File: config.mk
export PLATFORM = sky130hd
export DESIGN_NAME = alu_accumulator
export DESIGN_NICKNAME = d
export VERILOG_FILES = /design/src/rtl/conv_pkg.sv /design/src/rtl/alu_core.sv /design/src/rtl/alu_accumulator.sv
export SDC_FILE = /design/constraint.sdc
export NUM_CORES = 1
export LEC_CHECK = 0
export BUFFER_PORTS_ARGS = -buffer_cell sky130_fd_sc_hd__buf_4
export CORE_MARGIN = 2
export CORE_UTILIZATION = 55
export DETAILED_ROUTE_END_ITERATION = 10
export PLACE_DENSITY = 0.72
export SETUP_SLACK_MARGIN = 0.2
export SLEW_MARGIN = 20
export SYNTH_ARGS = -nofsm -noshare
export SYNTH_HDL_FRONTEND = slang
export SYNTH_SLANG_ARGS = --single-unit
export TNS_END_PERCENT = 100
File: constraint.sdc
create_clock -name clk -period 7.1 [get_ports clk]
set_input_delay 0.355 -clock clk [delete_from_list [all_inputs] [get_ports clk]]
set_output_delay 0.355 -clock clk [all_outputs]
set_load 0.1 [all_outputs]
File: src/rtl/conv_pkg.sv
`default_nettype none
// ============================================================================
// Module      : conv_pkg
// Description : Shared definitions for the convolution processor datapath.
//               ALU opcodes and control-word field positions.
// Revision    : 1.0 - initial release
// ============================================================================
package conv_pkg;

  // ALU opcodes, control_signal[ALU_OP_HI:ALU_OP_LO]
  localparam logic [3:0] OP_NOP  = 4'b0000;
  localparam logic [3:0] OP_ADD  = 4'b0001;
  localparam logic [3:0] OP_SUB  = 4'b0010;
  localparam logic [3:0] OP_MUL  = 4'b0011;
  localparam logic [3:0] OP_NORM = 4'b0100;
  localparam logic [3:0] OP_PASS = 4'b0101;
  localparam logic [3:0] OP_LOAD = 4'b0110;
  localparam logic [3:0] OP_INC  = 4'b0111;
  localparam logic [3:0] OP_CLR  = 4'b1001;

  // Control-word field positions
  localparam int NEXT_HI    = 37;
  localparam int NEXT_LO    = 32;
  localparam int ALU_OP_HI  = 31;
  localparam int ALU_OP_LO  = 28;
  localparam int BUS_SEL_HI = 4;
  localparam int BUS_SEL_LO = 0;

  // Register-enable bit indices; AC is the only one consumed by the ALU block
  localparam int REG_EN_LO  = 5;
  localparam int AC_WE_BIT  = 9;

endpackage : conv_pkg
`default_nettype wire

File: src/rtl/alu_core.sv
`default_nettype none
// ============================================================================
// Module      : alu_core
// Description : Purely combinational ALU for the accumulator datapath.
//               Computes the next AC candidate and flag side effects.
// Ports       : i_op      - ALU opcode
//               i_ac      - current accumulator value
//               i_bus     - bus operand
//               o_r       - result (equals i_ac for NOP/PASS/reserved)
//               o_ovf_set - op overflowed / saturated
//               o_clr     - op clears the sticky overflow flag
// Revision    : 1.0 - initial release
// ============================================================================
module alu_core
  import conv_pkg::*;
#(
  parameter int DATA_W     = 16,
  parameter int NORM_SHIFT = 4,
  parameter int PIX_MAX    = 255
) (
  input  logic [3:0]        i_op,
  input  logic [DATA_W-1:0] i_ac,
  input  logic [DATA_W-1:0] i_bus,
  output logic [DATA_W-1:0] o_r,
  output logic              o_ovf_set,
  output logic              o_clr
);

  localparam logic [DATA_W-1:0] c_PIX_MAX = DATA_W'(PIX_MAX);

  logic [DATA_W:0]     w_sum;
  logic [DATA_W:0]     w_diff;
  logic [DATA_W:0]     w_inc;
  logic [2*DATA_W-1:0] w_prod;
  logic [DATA_W-1:0]   w_shr;

  // The extra top bit is carry for sum/inc and borrow for diff
  assign w_sum  = {1'b0, i_ac} + {1'b0, i_bus};
  assign w_diff = {1'b0, i_ac} - {1'b0, i_bus};
  assign w_inc  = {1'b0, i_ac} + (DATA_W+1)'(1);
  assign w_prod = {{DATA_W{1'b0}}, i_ac} * {{DATA_W{1'b0}}, i_bus};
  assign w_shr  = i_ac >> NORM_SHIFT;

  always_comb begin
    o_r       = i_ac;
    o_ovf_set = 1'b0;
    o_clr     = 1'b0;
    case (i_op)
      OP_ADD: begin
        o_r       = w_sum[DATA_W-1:0];
        o_ovf_set = w_sum[DATA_W];
      end
      OP_SUB: begin
        o_r       = w_diff[DATA_W-1:0];
        o_ovf_set = w_diff[DATA_W];
      end
      OP_MUL: begin
        o_r       = w_prod[DATA_W-1:0];
        o_ovf_set = |w_prod[2*DATA_W-1:DATA_W];
      end
      OP_NORM: begin
        if (w_shr > c_PIX_MAX) begin
          o_r       = c_PIX_MAX;
          o_ovf_set = 1'b1;
        end else begin
          o_r       = w_shr;
        end
      end
      OP_LOAD: o_r = i_bus;
      OP_INC: begin
        o_r       = w_inc[DATA_W-1:0];
        o_ovf_set = w_inc[DATA_W];
      end
      OP_CLR: begin
        o_r   = '0;
        o_clr = 1'b1;
      end
      default: ; // NOP, PASS and reserved codes hold AC
    endcase
  end

endmodule : alu_core
`default_nettype wire

File: src/rtl/alu_accumulator.sv
`default_nettype none
// ============================================================================
// Module      : alu_accumulator
// Description : Accumulator register, zero flag and sticky overflow flag
//               around alu_core, driven by the microcoded control word.
// Ports       : clk            - clock
//               reset_n        - synchronous active-low reset
//               control_signal - 38-bit control word (op [31:28], AC WE [9])
//               bus_in         - bus operand
//               ac             - registered accumulator
//               ac_bus_drive   - AC is the bus source (PASS op)
//               Z_flag         - registered AC == 0
//               ovf            - sticky overflow, cleared by CLR or reset
// Revision    : 1.0 - initial release
// ============================================================================
module alu_accumulator
  import conv_pkg::*;
#(
  parameter int DATA_W     = 16,
  parameter int NORM_SHIFT = 4,
  parameter int PIX_MAX    = 255
) (
  input  logic              clk,
  input  logic              reset_n,
  input  logic [37:0]       control_signal,
  input  logic [DATA_W-1:0] bus_in,
  output logic [DATA_W-1:0] ac,
  output logic              ac_bus_drive,
  output logic              Z_flag,
  output logic              ovf
);

  logic [3:0]        w_op;
  logic              w_we;
  logic [DATA_W-1:0] w_r;
  logic              w_ovf_set;
  logic              w_clr;
  logic [DATA_W-1:0] r_ac;
  logic              r_z;
  logic              r_ovf;
  logic              w_unused_ctrl;

  assign w_op = control_signal[ALU_OP_HI:ALU_OP_LO];
  assign w_we = control_signal[AC_WE_BIT];

  // Fields owned by other datapath blocks
  assign w_unused_ctrl = ^{control_signal[NEXT_HI:NEXT_LO],
                           control_signal[ALU_OP_LO-1:AC_WE_BIT+1],
                           control_signal[AC_WE_BIT-1:BUS_SEL_LO]};

  alu_core #(
    .DATA_W     (DATA_W),
    .NORM_SHIFT (NORM_SHIFT),
    .PIX_MAX    (PIX_MAX)
  ) u_alu_core (
    .i_op      (w_op),
    .i_ac      (r_ac),
    .i_bus     (bus_in),
    .o_r       (w_r),
    .o_ovf_set (w_ovf_set),
    .o_clr     (w_clr)
  );

  always_ff @(posedge clk) begin
    if (!reset_n) begin
      r_ac  <= '0;
      r_z   <= 1'b1;
      r_ovf <= 1'b0;
    end else if (w_we) begin
      r_ac  <= w_r;
      r_z   <= (w_r == '0);
      // CLR wins over any set condition in the same cycle
      r_ovf <= w_clr ? 1'b0 : (r_ovf | w_ovf_set);
    end
  end

  assign ac           = r_ac;
  assign Z_flag       = r_z;
  assign ovf          = r_ovf;
  assign ac_bus_drive = (w_op == OP_PASS);

endmodule : alu_accumulator
`default_nettype wire
# == Word level (Yosys, flattened, before mapping) ==
# Cells that the tools add are included.
# op_classes
addsub,3
multipliers,1
n_div,0
magnitude_cmp,1
eq_ne,8
shift,0
n_mux,6
bitwise,1
reduce_logical,2
# ops
cell,count
16-bit one-hot mux with 7 select lines,1
16-bit by 16-bit multiplier with 32-bit output,1
16-bit by 1-bit adder with 17-bit output (second input constant),1
16-bit by 16-bit adder with 17-bit output,1
16-bit by 16-bit subtractor with 17-bit output,1
4-bit by 3-bit equality test with 1-bit output (second input constant),4
16-bit logical NOT,1
16-bit OR reduction,1
12-bit by 8-bit > comparator with 1-bit output (second input constant),1
12-bit two-way mux,1
4-bit by 2-bit equality test with 1-bit output (second input constant),2
1-bit one-hot mux with 5 select lines,1
4-bit by 1-bit equality test with 1-bit output (second input constant),1
4-bit equality test (second input constant),1
1-bit two-way mux,3
1-bit OR,1
# totals
regBits,18
latchBits,0
ram_bits,0
romBits,0
word_cells,25
n_memories,0

# == Logic depth before layout (Yosys ltp) ==
# logic_depth
depth_word,5
depth_mapped,26

# == Cells and area by module ==
# A second synthesis with hierarchy kept.
# hier_totals
hier_cells,1460
area_unflattened_um2,11916.4
# by_module_without_submodules
module,instances,cells_each,area_each_um2
alu_core,1,1394,11188.2
alu_accumulator,1,66,728.2

# == Least setup slack after synthesis ==
# Ideal clock, no wire load.
# synth_path
kind,flip-flop to flip-flop
startpoint,register r_ac[12] (netlist: ac[12])
endpoint,register r_ovf (netlist: ovf)
t_arrival_ps,7416
required_ps,6971
setup_slack_ps,-445
path_stages_with_launch,23
n_path_buf,3
synth_period_minus_slack_ps,7545
cell_sequence,dfxtp_1 > clkbuf_1 > buf_1 > nand2_1 > fa_1 > inv_1 > fa_1 > inv_1 > fa_1 > fa_1 > fa_1 > inv_1 > fa_1 > ha_1 > clkbuf_1 > mux2i_1 > nand4_1 > or4_1 > a211o_1 > a2111o_1 > or4_1 > nor4_2 > a31oi_1
# synth_via
elab_chain_cells,5
# synth_rtl
element,line_no,source
"start, declared",alu_accumulator.sv:38,logic [DATA_W-1:0] r_ac;
"start signal, assigned",alu_accumulator.sv:70,r_ac <= w_r;
16-bit by 16-bit multiplier with 32-bit output or 12-bit by 8-bit > comparator with 1-bit output (tied branches),"alu_core.sv:41, alu_core.sv:62",
16-bit OR reduction or 1-bit two-way mux (tied branches),"alu_core.sv:59, alu_core.sv:62",
1-bit one-hot mux with 5 select lines *,alu_core.sv:48,case (i_op)
1-bit OR *,alu_accumulator.sv:73,r_ovf <= w_clr ? 1'b0 : (r_ovf | w_ovf_set);
1-bit two-way mux *,alu_accumulator.sv:73,
"end signal, assigned",alu_accumulator.sv:73,
"end, declared",alu_accumulator.sv:40,logic r_ovf;
# Mark *: on every way between the ends. The rest lies on a longest branch, timed or not.
# A chain may end at the register's enable or synchronous reset.

# == Worst setup path after layout ==
# layout_path
startpoint,register r_ac[6] (netlist: ac[6])
endpoint,register r_ovf (netlist: ovf)
# Same word-level chain as after synthesis.

==> summary.md <==
| Metric | Value |
|---|---|
| Setup violators final | `0` |
| GRT overflow | `0` |
| Worst Tran Pin Value | `1.00 ns` |
| Startpoint types | `flip-flop` |
| Worst-path maximum fanout | `13` |
| CP startpoint | `ac[6]$_SDFFE_PN0P_` |
| Initial antenna violation count | `1` |
| Area growth syn-to-layout | `8.87%` |
| Longest Clk Path Bufs | `2` |
| Die area | `23300 sq um` |
| Antenna Cells | `0` |
| HP Start | `reset_n` |
| Tcrit/Tclk final | `95.5%` |
| Clk_lat worst skew | `0.27 ns` |
| Cells after Synth | `1525` |
| Synth Area in Simple Gates | `20.5%` |
| Detail Placement HPWL | `roughly 32000 um` |
| Gr usage total | `around 34%` |
| Avg Inst Size Synth | `~8 sq um` |
| DRC | `0` |
| Final ANT Viol Nets | `0` |
| Top Ports | `75` |
| Number of CTS-inserted buffers | `3` |
| WP data required | `7.22 ns` |
| Pleak | `6.06 nW` |
| Period minus WS final | `6.78 ns` |
| Clk slew on worst S/H paths | `0.08 ns` |
| Root Buffer | `clkbuf_16` |
| Maxcap violations | `0` |
| R2R depth | `17` |
| Reg2reg end | `ovf$_SDFFE_PN0P_` |
| Fmax | `147 MHz` |
| Cts hold-fix bufs | `0` |
| Largest net degree at the start of global routing | `31` |
| Routability Congestion | `0.979` |
| R2R setup slack | `0.32 ns` |
| Post-synthesis sequential area ratio | `2.96%` |
| Fraction of synthesized area in multiplexers | `around 1.4%` |
| Critical path type | `flip-flop to flip-flop` |
| Die height | `about 150 um` |
| Post-synth EDFFs | `0` |
| Layout Skew | `0.0135 ns` |
| Final Hold Vio Count | `0` |
| R2r startpoint | `ac[6]$_SDFFE_PN0P_` |
| Critical path capture point type | `flip-flop` |
| Net Count, Synth | `1914` |
| XOR/XNOR share of the synthesized area | `2.23%` |
| Cell area after placement | `13000 sq um` |
| Port Buf Inserts | `41` |
| Non-filler cells, final | `about 1800` |
| Clock sink total | `18` |
| Top_reg_cell synth | `dfxtp_1` |
| Router iterations before antenna repair | `5` |
| Pwr Density | `168 nW/um^2` |
| Drt wl/cell | `~22 um` |
| Worst Path Arrival | `6.90 ns` |
| CTS tree | `built` |
| Via count | `11498` |
| Die width | `153 um` |
| Num rows | `54` |
| Status | `finished, final reports clean` |
| Total Routed Length | `40400 um` |
| Final nets | `around 2000` |
| DRT iter0 DRCs | `1012` |
| Async S/R FF share, synth | `0%` |
| Final Core Density | `60.9%` |
| First-pass GRT wire length | `around 63000 um` |
| Yosys cell types | `84` |
| Starting Density | `55.9%` |
| Yosys warns | `0` |
| Worst min path class | `input pin to flip-flop` |
| Fin Setup TNS | `0 ns` |
| Maximum vdd drop | `0.130 mV` |
| Vias per cell | `6.24` |
| Max Slew Vio Count | `0` |
| Critical Path End | `ovf$_SDFFE_PN0P_` |
| Synth Area in Adders | `~46%` |
| Layout cell share with drive strength beyond 1 | `between 10 and 15%` |
| RSZ-0062 raised after global routing | `false` |
| Post-Layout Inst Area | `13300 sq um` |
| H-tree Lvls | `1` |
| Compound-Gate Fraction of Synth Area | `16.2%` |
| Number of global-route vias before repair | `11340` |
| Largest family of logic cells by synthesized area | `adder cells` |
| Placed Cells | `1820` |
| Post-synthesis sequential element count | `18` |
| Slew HR | `about a third` |
| Core Area | `21800 sq um` |
| Synthesized cell area | `roughly 12000 sq um` |
[cell usage in the layout (no fill, tap or decap), types with 12 or more instances in the layout]
cell	count
nor2_1	93
fa_1	196
a21o_1	18
mux2i_1	14
a21oi_1	64
nor3_1	22
nor2b_1	23
a211oi_1	15
or3_1	13
buf_4	115
dfxtp_4	14
nand3_1	15
a31oi_1	15
xnor2_1	23
and2_1	67
nand2b_1	12
nand4_1	14
o21ai_0	53
nand2_1	191
inv_1	239
ha_1	136
[worst min path at each step]
stage	endpoint	depth (start not counted)
6_report	Z_flag$_SDFFE_PN1P_	2
5_1_grt	Z_flag$_SDFFE_PN1P_	2
4_1_cts	Z_flag$_SDFFE_PN1P_	2
3_5_place_dp	Z_flag$_SDFFE_PN1P_	2
3_3_place_gp	Z_flag$_SDFFE_PN1P_	2
2_1_floorplan	ac[10]$_SDFFE_PN0P_	1
[per-stage QoR]
stage / setup slack, ns / hold WS [ns] / power, W
global route: 0.204 / 0.438 / 0.00244
global placement: 0.348 / 0.503 / 0.00198
detailed placement: 0.271 / 0.530 / 0.00201
CTS: 0.308 / 0.425 / 0.00216
finish: 0.319 / 0.427 / 0.00222
floorplan: 0.214 / 0.482 / 0.00147
[power breakdown]
part           switching, W  total, W  leakage, nW  internal, W
combinational       0.00117   0.00195         5.86     0.000775
sequential        0.0000344  0.000142        0.158     0.000108
clock             0.0000548  0.000130       0.0385    0.0000756
total               0.00126   0.00222         6.06     0.000959
[cells by family after synthesis]
| group | Yosys count |
|---|---|
| buffers and inverters | 330 |
| muxes | 17 |
| adders and majority gates | 333 |
| AOI/OAI and AO/OA | 291 |
| DFF | 18 |
| xor gates and xnor gates | 31 |
| and+or+nand+nor | 505 |
[synthesized netlist by cell type (16+ instances only)]
cell,count,share of area (%)
o21ai_0,54,2.2
ha_1,137,14
nand2_1,191,5.9
fa_1,196,32
clkbuf_1,77,2.4
inv_1,240,7.4
nor2b_1,23,1.2
xnor2_1,23,1.7
a21o_1,18,1.1
nor2_1,93,2.9
a211oi_1,16,0.99
a21oi_1,64,2.6
nor3_1,22,0.90
and2_1,67,3.4
dfxtp_1,18,3.0
[critical path: stages, from the launching register on]
cell and delay (ns):
dfxtp_4 0.53, nand2_1 0.14, fa_1 0.57, fa_1 0.44, fa_1 0.52, fa_1 0.53, fa_1 0.55, inv_1 0.05
fa_1 0.48, ha_1 0.34, mux2i_2 0.31, nand4_1 0.14, or4_1 0.52, a211o_1 0.28, a2111o_1 0.35, or4_1 0.55
nor4_2 0.15, a31oi_1 0.18
[what timing repair did]
item,CTS,global route
setup endpoints to repair,0,1
hold endpoints to repair,0,0
setup buffers,0,18
resized for setup,0,5
[sequential cells by signal (all words and copies together), names as in the netlist]
signal and flops:
Z_flag 1, ovf 1, ac 16
[final cells by class]
cell class,count,area (sq um)
Tap cell,280,350
Inverter,244,920
Clock inverter,1,3.75
Sequential cell,18,414
Fill cell,2004,8510
Multi-Input combinational cell,1177,10600
Clock buffer,3,75.1
Timing Repair Buffer,119,926
[per-layer routing]
metal	track usage (%)	vias to the layer above	routed length, um
met2	53.4	638	18100
met3	10.2	105	5080
met1	46.0	5623	15800
li1	-	5130	-
met4	9.35	2	1360
met5	0	-	12
No activity file was read; power rests on OpenSTA's default activity.
